--- src/rtl/text_overlay_engine.sv ---
// Multi-line text overlay: per-line position/length/zoom/blink, character buffer,
// score-to-decimal digit substitution for reserved character codes, 2-stage pixel pipeline to the font ROM.
module text_overlay_engine #(
   parameter int unsigned NUM_LINES    = 4,
   parameter int unsigned MAX_CHARS    = 16,
   parameter int unsigned SCORE_W      = 8,
   parameter int unsigned SCORE_DIGITS = 3,
   parameter int unsigned BLINK_FRAMES = 30
) (
   input  logic                         Clk,
   input  logic                         Reset,
   input  logic                         frame_start,
   input  logic [9:0]                   DrawX,
   input  logic [9:0]                   DrawY,
   input  logic [SCORE_W-1:0]           score,
   input  logic                         score_load,
   output logic                         score_busy,
   input  logic                         cfg_we,
   input  logic [$clog2(NUM_LINES)-1:0] cfg_line,
   input  logic [9:0]                   cfg_x,
   input  logic [9:0]                   cfg_y,
   input  logic [$clog2(MAX_CHARS):0]   cfg_len,
   input  logic                         cfg_scale,
   input  logic                         cfg_blink,
   input  logic                         cfg_en,
   input  logic                         wr_en,
   input  logic [$clog2(NUM_LINES)-1:0] wr_line,
   input  logic [$clog2(MAX_CHARS)-1:0] wr_col,
   input  logic [7:0]                   wr_char,
   output logic [10:0]                  font_addr,
   output logic [2:0]                   glyph_col,
   output logic                         text_hit,
   output logic [$clog2(NUM_LINES)-1:0] hit_line,
   output logic                         blink_phase
);

   function automatic longint unsigned pow10(input int unsigned n);
      longint unsigned p;
      p = 64'd1;
      for (int unsigned i = 0; i < n; i++) p = p * 64'd10;
      return p;
   endfunction

   localparam int unsigned LW      = $clog2(NUM_LINES);
   localparam int unsigned CW      = $clog2(MAX_CHARS);
   localparam int unsigned LENW    = CW + 1;
   localparam int unsigned BW      = 4 * SCORE_DIGITS;
   localparam int unsigned SCW     = $clog2(SCORE_W + 1);
   localparam int unsigned FCW     = (BLINK_FRAMES > 1) ? $clog2(BLINK_FRAMES) : 1;
   localparam longint unsigned SAT_LIM = pow10(SCORE_DIGITS);

   logic [9:0]           r_cfg_x   [NUM_LINES];
   logic [9:0]           r_cfg_y   [NUM_LINES];
   logic [LENW-1:0]      r_cfg_len [NUM_LINES];
   logic [NUM_LINES-1:0] r_cfg_scale;
   logic [NUM_LINES-1:0] r_cfg_blink;
   logic [NUM_LINES-1:0] r_cfg_en;

   logic [7:0]           r_buf [NUM_LINES][MAX_CHARS];

   logic                 r_s1_hit;
   logic [LW-1:0]        r_s1_line;
   logic [CW-1:0]        r_s1_col;
   logic [2:0]           r_s1_gcol;
   logic [3:0]           r_s1_row;

   logic [10:0]          r_font_addr;
   logic [2:0]           r_glyph_col;
   logic                 r_text_hit;
   logic [LW-1:0]        r_hit_line;

   logic                 r_busy;
   logic                 r_sat;
   logic [SCW-1:0]       r_cnt;
   logic [SCORE_W-1:0]   r_shift;
   logic [BW-1:0]        r_bcd;
   logic [BW-1:0]        r_digits;

   logic [FCW-1:0]       r_blink_cnt;
   logic                 r_blink_phase;

   // Line configuration registers
   always_ff @(posedge Clk or posedge Reset) begin
      if (Reset) begin
         for (int i = 0; i < int'(NUM_LINES); i++) begin
            r_cfg_x[i]   <= '0;
            r_cfg_y[i]   <= '0;
            r_cfg_len[i] <= '0;
         end
         r_cfg_scale <= '0;
         r_cfg_blink <= '0;
         r_cfg_en    <= '0;
      end else if (cfg_we) begin
         r_cfg_x[cfg_line]     <= cfg_x;
         r_cfg_y[cfg_line]     <= cfg_y;
         r_cfg_len[cfg_line]   <= cfg_len;
         r_cfg_scale[cfg_line] <= cfg_scale;
         r_cfg_blink[cfg_line] <= cfg_blink;
         r_cfg_en[cfg_line]    <= cfg_en;
      end
   end

   // Character RAM, no reset; read-before-write on address collision
   always_ff @(posedge Clk) begin
      if (wr_en) r_buf[wr_line][wr_col] <= wr_char;
   end

   logic [10:0]          w_px;
   logic [10:0]          w_py;
   logic [NUM_LINES-1:0] w_hit;
   logic [CW-1:0]        w_col  [NUM_LINES];
   logic [2:0]           w_gcol [NUM_LINES];
   logic [3:0]           w_row  [NUM_LINES];

   assign w_px = {1'b0, DrawX};
   assign w_py = {1'b0, DrawY};

   // Per-line window test in 11 bits so x+width never wraps
   for (genvar g = 0; g < NUM_LINES; g++) begin : g_line
      logic [10:0] w_x0, w_y0, w_wid, w_hgt, w_dxr, w_dyr, w_dx, w_dy;
      assign w_x0  = {1'b0, r_cfg_x[g]};
      assign w_y0  = {1'b0, r_cfg_y[g]};
      assign w_wid = r_cfg_scale[g] ? 11'({r_cfg_len[g], 4'b0000}) : 11'({r_cfg_len[g], 3'b000});
      assign w_hgt = r_cfg_scale[g] ? 11'd32 : 11'd16;
      assign w_dxr = w_px - w_x0;
      assign w_dyr = w_py - w_y0;
      assign w_dx  = r_cfg_scale[g] ? (w_dxr >> 1) : w_dxr;
      assign w_dy  = r_cfg_scale[g] ? (w_dyr >> 1) : w_dyr;
      assign w_hit[g] = r_cfg_en[g] && (r_cfg_len[g] != '0)
                        && (!r_cfg_blink[g] || r_blink_phase)
                        && (w_px >= w_x0) && (w_px < w_x0 + w_wid)
                        && (w_py >= w_y0) && (w_py < w_y0 + w_hgt);
      assign w_col[g]  = CW'(w_dx >> 3);
      assign w_gcol[g] = 3'(w_dx);
      assign w_row[g]  = 4'(w_dy);
   end

   logic          w_s1_hit;
   logic [LW-1:0] w_s1_line;
   logic [CW-1:0] w_s1_col;
   logic [2:0]    w_s1_gcol;
   logic [3:0]    w_s1_row;

   // Lowest-index hitting line wins: scan downward so line 0 is applied last
   always_comb begin
      w_s1_hit  = 1'b0;
      w_s1_line = '0;
      w_s1_col  = '0;
      w_s1_gcol = '0;
      w_s1_row  = '0;
      for (int l = int'(NUM_LINES) - 1; l >= 0; l--) begin
         if (w_hit[l]) begin
            w_s1_hit  = 1'b1;
            w_s1_line = LW'(l);
            w_s1_col  = w_col[l];
            w_s1_gcol = w_gcol[l];
            w_s1_row  = w_row[l];
         end
      end
   end

   always_ff @(posedge Clk or posedge Reset) begin
      if (Reset) begin
         r_s1_hit  <= 1'b0;
         r_s1_line <= '0;
         r_s1_col  <= '0;
         r_s1_gcol <= '0;
         r_s1_row  <= '0;
      end else begin
         r_s1_hit  <= w_s1_hit;
         r_s1_line <= w_s1_line;
         r_s1_col  <= w_s1_col;
         r_s1_gcol <= w_s1_gcol;
         r_s1_row  <= w_s1_row;
      end
   end

   logic [7:0]    w_code;
   logic [3:0]    w_digit;
   logic [6:0]    w_font;
   logic          w_o_hit;
   logic [10:0]   w_o_addr;
   logic [2:0]    w_o_gcol;
   logic [LW-1:0] w_o_line;

   assign w_code = r_buf[r_s1_line][r_s1_col];

   // Codes 0x80.. select a score digit (index 0 = most significant); other high codes are blank
   always_comb begin
      w_digit  = '0;
      w_font   = '0;
      w_o_hit  = 1'b0;
      w_o_addr = '0;
      w_o_gcol = '0;
      w_o_line = '0;
      for (int i = 0; i < int'(SCORE_DIGITS); i++) begin
         if (w_code[6:0] == 7'(i)) w_digit = r_digits[4*(int'(SCORE_DIGITS)-1-i) +: 4];
      end
      if (r_s1_hit) begin
         if (!w_code[7]) begin
            w_o_hit = 1'b1;
            w_font  = w_code[6:0];
         end else if (w_code[6:0] < 7'(SCORE_DIGITS)) begin
            w_o_hit = 1'b1;
            w_font  = 7'h30 + 7'(w_digit);
         end
      end
      if (w_o_hit) begin
         w_o_addr = {w_font, r_s1_row};
         w_o_gcol = r_s1_gcol;
         w_o_line = r_s1_line;
      end
   end

   always_ff @(posedge Clk or posedge Reset) begin
      if (Reset) begin
         r_font_addr <= '0;
         r_glyph_col <= '0;
         r_text_hit  <= 1'b0;
         r_hit_line  <= '0;
      end else begin
         r_font_addr <= w_o_addr;
         r_glyph_col <= w_o_gcol;
         r_text_hit  <= w_o_hit;
         r_hit_line  <= w_o_line;
      end
   end

   logic [BW-1:0] w_bcd_adj;
   logic [BW-1:0] w_bcd_next;

   // Double-dabble step: add 3 to digits >= 5, then shift in the next binary bit
   always_comb begin
      w_bcd_adj = r_bcd;
      for (int i = 0; i < int'(SCORE_DIGITS); i++) begin
         if (r_bcd[4*i +: 4] >= 4'd5) w_bcd_adj[4*i +: 4] = r_bcd[4*i +: 4] + 4'd3;
      end
      w_bcd_next = BW'({w_bcd_adj, r_shift[SCORE_W-1]});
   end

   // Displayed digits change only on the final iteration, never mid-conversion
   always_ff @(posedge Clk or posedge Reset) begin
      if (Reset) begin
         r_busy   <= 1'b0;
         r_sat    <= 1'b0;
         r_cnt    <= '0;
         r_shift  <= '0;
         r_bcd    <= '0;
         r_digits <= '0;
      end else if (!r_busy) begin
         if (score_load) begin
            r_busy  <= 1'b1;
            r_sat   <= (64'(score) >= SAT_LIM);
            r_cnt   <= '0;
            r_shift <= score;
            r_bcd   <= '0;
         end
      end else begin
         r_bcd   <= w_bcd_next;
         r_shift <= r_shift << 1;
         r_cnt   <= r_cnt + SCW'(1);
         if (r_cnt == SCW'(SCORE_W - 1)) begin
            r_busy   <= 1'b0;
            r_digits <= r_sat ? {SCORE_DIGITS{4'd9}} : w_bcd_next;
         end
      end
   end

   always_ff @(posedge Clk or posedge Reset) begin
      if (Reset) begin
         r_blink_cnt   <= '0;
         r_blink_phase <= 1'b1;
      end else if (frame_start) begin
         if (r_blink_cnt == FCW'(BLINK_FRAMES - 1)) begin
            r_blink_cnt   <= '0;
            r_blink_phase <= ~r_blink_phase;
         end else begin
            r_blink_cnt   <= r_blink_cnt + FCW'(1);
         end
      end
   end

   assign font_addr   = r_font_addr;
   assign glyph_col   = r_glyph_col;
   assign text_hit    = r_text_hit;
   assign hit_line    = r_hit_line;
   assign score_busy  = r_busy;
   assign blink_phase = r_blink_phase;

endmodule

--- config.mk ---
export PLATFORM = sky130hd
export DESIGN_NAME = text_overlay_engine
export DESIGN_NICKNAME = d
export VERILOG_FILES = /design/src/rtl/text_overlay_engine.sv
export SDC_FILE = /design/constraint.sdc
export NUM_CORES = 1
export LEC_CHECK = 0
export ABC_AREA = 1
export CAP_MARGIN = 20
export CELL_PAD_IN_SITES_DETAIL_PLACEMENT = 0
export CELL_PAD_IN_SITES_GLOBAL_PLACEMENT = 1
export CORE_MARGIN = 2
export CORE_UTILIZATION = 45
export DETAILED_ROUTE_END_ITERATION = 7
export GPL_TIMING_DRIVEN = 0
export MAX_ROUTING_LAYER = met4
export PLACE_DENSITY = 0.81
export SYNTH_ARGS = -nofsm -noshare
export SYNTH_HDL_FRONTEND = slang
export SYNTH_SLANG_ARGS = --single-unit
--- constraint.sdc ---
create_clock -name Clk -period 6.4 [get_ports Clk]
set_clock_uncertainty 0.15 [all_clocks]
set_input_delay 0.64 -clock Clk [delete_from_list [all_inputs] [get_ports Clk]]
set_output_delay 0.64 -clock Clk [all_outputs]
set_load 0.005 [all_outputs]
; After elaboration in Yosys (flattened, before gate mapping)
; Memory sizes are Yosys's and may differ from the RTL's.
; Index checks and enable logic that the tools add are counted.
[totals]
reg_bits = 186
mem_bits_rw = 512
in_bits = 78
out_inout_bits = 19
elab_cells = 212
memories = 1
[mem_list]
columns = name, depth, width, read_ports, rd_clocked_by_memory_dff, wr, line
row1 = r_buf, 4, 128, 1, 0, 1, 59  ; logic [7:0] r_buf [NUM_LINES][MAX_CHARS];
[classes]
add_sub_neg = 22
n_lt_le_gt_ge = 27
n_eq_ne = 4
mux = 80
bitwise = 4
reduce_logical = 43
[op_table]
columns = operator, count
row1 = 128-bit 2-to-1 mux, 1
row2 = 10-bit by 11-bit < comparator with 1-bit output, 8
row3 = 40-bit bitwise mux, 2
row4 = 10-bit greater-or-equal comparator, 8
row5 = 4-bit 2-to-1 mux, 19
row6 = 7-bit 2-to-1 mux, 7
row7 = 10-bit by 6-bit adder with 11-bit output, 4
row8 = 10-bit by 9-bit adder with 11-bit output, 4
row9 = 8-bit 2-to-1 mux, 5
row10 = 9-bit 2-to-1 mux, 4
row11 = 8-bit binary-select mux with 4-bit select, 1
row12 = 8-bit demux with 4-bit select, 1
row13 = 8-bit subtractor, 4
row14 = 1-bit logical AND, 27
row15 = 12-bit 2-to-1 mux, 2
row16 = 6-bit 2-to-1 mux, 4
row17 = 20-bit bitwise mux, 1
row18 = 10-bit demux with 2-bit select, 1
row19 = 5-bit nonzero test, 4
row20 = 5-bit subtractor, 4
row21 = 3-bit 2-to-1 mux, 6
row22 = 4-bit bitwise mux, 3
row23 = 4-bit by 3-bit greater-or-equal comparator with 1-bit output (second input constant), 3
row24 = 1-bit 2-to-1 mux, 12
row25 = other kinds (30), 45

; Logic depth before layout (Yosys ltp)
[depth]
ltp_word = 13
mapped_depth = 27
depth_no_buf = 24

; Worst setup path before layout
; OpenSTA, ideal clock, no wires.
[synth_path]
path_type = register -> register
from = register r_cfg_scale[3]
to = register r_s1_col[0]
setup_ns = 0.065
t_arrival_ns = 3.449
t_required_ns = 6.185
path_slack_ns = 2.736
path_stages_with_launch = 21
n_path_buf = 3
synth_period_minus_slack_ns = 3.664
cell_sequence = dfrtp_1 > clkbuf_1 > inv_1 > clkbuf_1 > nand2_1 > o21ai_0 > fa_1 > a21oi_1 > o21bai_1 > a21o_1 > a21oi_1 > xor2_1 > ha_1 > a21boi_0 > o22ai_1 > and3_1 > clkbuf_1 > nand3_1 > nand2_1 > nand2_1 > nand2_1
[synth_between]
elab_chain_len = 10
word_cells_on_any_way = 14
cone_classes = add/sub (2) / order compare (2) / mux (7) / reduce/logical (3)
[synth_rtl]
columns = item, line
row1 = from (decl), 55  ; logic [NUM_LINES-1:0] r_cfg_scale;
row2 = "from (signal, indexed assignment)", 97  ; r_cfg_scale[cfg_line] <= cfg_scale;
row3 = 9-bit 2-to-1 mux, 123  ; assign w_wid = r_cfg_scale[g] ? 11'({r_cfg_len[g], 4'b0000}) : 11'({r_cfg_len[g], 3'b000});
row4 = 10-bit by 9-bit adder with 11-bit output, 131  ; && (w_px >= w_x0) && (w_px < w_x0 + w_wid)
row5 = 10-bit by 11-bit < comparator with 1-bit output, 131
row6 = 1-bit logical AND, 131
row7 = 1-bit logical AND (2 in series), 132  ; && (w_py >= w_y0) && (w_py < w_y0 + w_hgt);
row8 = 4-bit 2-to-1 mux * (4 in series), 152  ; if (w_hit[l]) begin
row9 = net w_s1_col[0], 140  ; logic [CW-1:0] w_s1_col;
row10 = to (signal assigned), 172  ; r_s1_col <= w_s1_col;
row11 = to (decl), 63  ; logic [CW-1:0] r_s1_col;
; Mark *: on every way through the listed nets, which the timed path passes. The rest lies on a longest branch.
; A chain may end at the register's enable or synchronous reset.

; Final worst setup path
[layout_path]
from = register r_cfg_scale[3]
to = register r_s1_gcol[0]
[layout_between]
elab_chain_len = 10
word_cells_on_any_way = 14
cone_classes = add/sub (2) / order compare (2) / mux (7) / reduce/logical (3)
[layout_rtl]
columns = item, line
row1 = 9-bit 2-to-1 mux, 123
row2 = 10-bit by 9-bit adder with 11-bit output, 131
row3 = 10-bit by 11-bit < comparator with 1-bit output, 131
row4 = 1-bit logical AND, 131
row5 = 1-bit logical AND (2 in series), 132
row6 = 3-bit 2-to-1 mux * (4 in series), 152
row7 = net w_s1_gcol[0], 141  ; logic [2:0] w_s1_gcol;
row8 = to (signal assigned), 173  ; r_s1_gcol <= w_s1_gcol;
row9 = to (decl), 64  ; logic [2:0] r_s1_gcol;
; Marked as above.

==> results.py <==
metrics = {
    "status": {
        "outcome": "completed",
    },
    "pwr": {
        "pwr-share-comb": 0.254,
        "p_int_mw": 8.75,
        "peakVddDrop_mv": 0.253,
        "finalPower_mw": 13.0,
        "p_sw_frac": 0.328,
        "p_clk_frac": 0.334,
        "power.density_mw_per_mm2": 324,
        "leakage_nw": 16.7,
        "switching_power_mw": 4.27,
        "p_seq_frac": 0.412,
    },
    "clock_network": {
        "cts-root-buf": "clkbuf_16",
        "cts.clk_slew.worst_paths_ns": 0.06,
        "tritoncts": "done",
        "insertion_delay_ns": 0.65,
        "hold_buffers": 0,
        "cts_max_level": 3,
        "numClockSinks": 698,
        "postCtsSetupBuffers": 0,
        "cts-resized-gates": 0,
        "numCtsBuffers": 77,
        "clk_path_buf_depth": 3,
    },
    "die": {
        "initial_utilization": 0.455,
        "io-pin-count": 97,
        "row_count": 101,
        "core_region_area_mm2": 0.0761,
        "chipWidth_um": 281,
        "die_h_um": 281,
        "die_area_mm2": 0.0792,
    },
    "timing": {
        "relSlewSlack": 0.267,
        "finalSetupViolations": 0,
        "tightestPinTransition_ns": 1.10,
        "hold_violations": 0,
        "fmax_mhz": 207,
        "rsz0062_at_grt": "no",
        "finalCritPeriodShare": 0.757,
        "min_period_ns": 4.84,
        "drv_slew": 0,
    },
    "synthesis": {
        "ys.warnings.count": 0,
        "synth.yosys.seq_area_share": 0.579,
        "ys.flop_type": "edfxtp_1",
        "synth-seq-cells": 698,
        "synth_cell_types": 50,
        "synth_cells": 3563,
        "synth_edf_count": 512,
        "synthesis.area_mm2": 0.0346,
        "async_flop_share": 0.266,
        "syn_area_per_cell_um2": 9.71,
        "syn_nets": 3830,
    },
    "global_route": {
        "overflow": 0,
        "grt_pass1_vias": 25180,
        "grt_pass1_wl_um": 162000,
        "antenna_found_initial": 1,
        "grt.total_usage": 0.289,
        "grt_max_degree": 119,
    },
    "layout": {
        "nFillCells": 6913,
        "multiInputGateArea_mm2": 0.0128,
        "drive_above_1_share": 0.0839,
        "fin_area_mm2": 0.0402,
        "register_area_mm2": 0.0200,
        "most-common-layout-cells": "nand2_1 (1020), edfxtp_1 (512), nand3_1 (451)",
        "layout_commonest_cell": "nand2_1",
        "fin_nets": 4068,
        "layout-area-overhead-vs-synth_pct": 16.2,
    },
    "drt": {
        "drcViolationCount": 0,
        "drt_iter0_markers": 3047,
        "vias_per_cell": 5.53,
        "dr.pass1.iters": 8,
        "num_vias": 27058,
        "routed_wl_um": 111000,
        "postRouteAntennaNets": 0,
        "routedWlPerCell_um": 22.7,
    },
    "hold_path": {
        "hold_depth": 1,
        "hold_path.class": "in -> reg",
    },
    "worst_setup_path": {
        "end_kind": "flip-flop",
        "critPathMaxFanout": 10,
        "worstPathRequired_ns": 6.81,
        "critPathMaxStageDelay_ns": 0.43,
        "critical-path-slowest-cell": "clkbuf_1",
        "worstPathArrival_ns": 5.26,
        "cp-start-kind": "flip-flop",
        "path_class": "reg -> reg",
        "cpMostUsedCell": "nand2_1",
        "crit_path_cell_trace": "clkbuf_1 -> inv_1 -> clkbuf_1 -> o21ai_0 -> ha_1 -> nand3_1 -> nand2_1 -> nand2_1 -> nand2_1 -> ha_1 -> a21oi_1 -> o21a_1 -> o21ai_0 -> nand3_1 -> a21boi_0 -> o22ai_1 -> and3_1 -> clkbuf_1 -> nand3_1 -> nand2_1 -> nand2_1 -> nand2_1",
        "reg2regPathDepth": 22,
    },
    "placed_design": {
        "place.gp.congestion": 0.957,
        "placed_area_mm2": 0.0377,
        "io_buffers": 96,
        "dp_hpwl_um": 79900,
    },
    "job": {
        "cap_violations": 0,
    },
}
## per-layer routing
| metal | global-route usage | vias up | wire [µm] |
|---|---|---|---|
| li1 | - | 12641 | - |
| met1 | 0.379 | 12862 | 45300 |
| met2 | 0.433 | 1293 | 49700 |
| met3 | 0.0654 | 262 | 10700 |
| met4 | 0.125 | 0 | 5590 |
| met5 | - | - | 0 |
## state kept, by name, summed over array words and instances (netlist names), 5 cells and up
name and cells:
r_buf 512, g_line.w_x0 40, g_line.w_y0 40, r_cfg_len 20, r_bcd 12, r_digits 12, font_addr 11, r_shift 8
r_blink_cnt 5
## kinds of logic after synthesis
family                     Yosys count  share of synthesized area
AOI/OAI and AO/OA                  450                     0.0705
xor gates and xnor gates            70                     0.0177
adders and majority gates          189                     0.0718
buffers and inverters              426                     0.0528
DFF                                698                      0.579
muxes                                4                    0.00116
and+or+nand+nor                   1726                      0.207
## area by class of cell
type	count	share of cell area
Timing Repair Buffer	159	0.0433
Sequential cell	698	0.498
Buffer	163	0.0208
Tap cell	1030	0.0320
Clock inverter	44	0.0110
Clock buffer	98	0.0506
Multi-Input combinational cell	2439	0.319
Antenna cell	1	0.0000622
Inverter	263	0.0248
## Yosys cell counts (2+ instances only)
library cell  instances  area share
fa_1                 16      0.0093
ha_1                173       0.063
buf_4                21      0.0046
a31oi_1               4     0.00072
nand3_1             451       0.065
a211oi_1              4     0.00087
o21ai_0             249       0.036
mux2i_1               4      0.0012
a21oi_1              97       0.014
edfxtp_1            512        0.44
nand2_1            1020        0.11
or2_2                 5     0.00090
nand3b_1              6      0.0013
nor4_1                3     0.00054
inv_1               253       0.027
buf_1                18      0.0020
o21a_1                6      0.0013
nor2_1              201       0.022
dfrtp_1             185        0.13
o2111ai_1             4      0.0010
xnor2_1              26      0.0066
and3_1                2     0.00036
inv_2                 7     0.00076
a221oi_1              2     0.00051
o211ai_1             10      0.0022
clkinv_1              2     0.00022
nand4_1              24      0.0043
a21o_1                7      0.0015
buf_2                57      0.0082
o21bai_1              4     0.00087
o22ai_1              31      0.0056
nor3_1                8      0.0012
o21ai_1              21      0.0030
a21boi_0              4     0.00087
a22o_1                2     0.00051
xor2_1               44       0.011
buf_6                10      0.0033
o211ai_2              2     0.00072
clkbuf_1             57      0.0062
## power groups by stage
| stage | clock network [mW] | registers (mW) | logic (mW) |
|---|---|---|---|
| 2_1_floorplan | 0 | 5.39 | 2.24 |
| 3_3_place_gp | 0 | 5.46 | 3.20 |
| 5_1_grt | 4.57 | 5.40 | 3.70 |
| 4_1_cts | 4.37 | 5.37 | 3.28 |
| 6_report | 4.35 | 5.37 | 3.31 |
| 3_5_place_dp | 0 | 5.46 | 3.27 |
## final timing paths
| kind | start | to | slack (ns) |
|---|---|---|---|
| max | r_cfg_scale[3] | r_s1_gcol[0] | 1.56 |
| min | wr_char[5] | r_buf[0][5] | 0.15 |
| max reg2reg | r_cfg_scale[3] | r_s1_gcol[0] | 1.56 |
| min reg2reg | r_s1_row[3] | font_addr[3] | 0.31 |
| max in group asynchronous | Reset | g_line[3].w_y0[1] | 4.73 |
| min in group asynchronous | Reset | r_shift[4] | 0.31 |
## metrics by stage
step | instances | utilization | setup TNS (ns) | hold WS [ns] | worst slack, ns
floorplan | 3563 | - | 0 | 0.297 | 0.555
global placement | 4689 | 0.485 | -398.77 | 0.308 | -2.19
detailed placement | 4750 | 0.496 | 0 | 0.308 | 1.60
CTS | 4892 | 0.528 | 0 | 0.121 | 1.55
global route | 4895 | 0.529 | 0 | 0.136 | 1.02
finish | 4895 | 0.529 | 0 | 0.150 | 1.56
## worst max-delay path, delay by kind of cell (launching register included)
family	cells	cell delay (ns)
flops	1	0.41
simple gates	10	1.18
fa+ha+maj	2	0.60
compound gates	6	1.00
buf+inv	4	1.42
Power figures use the tool's default switching activity.
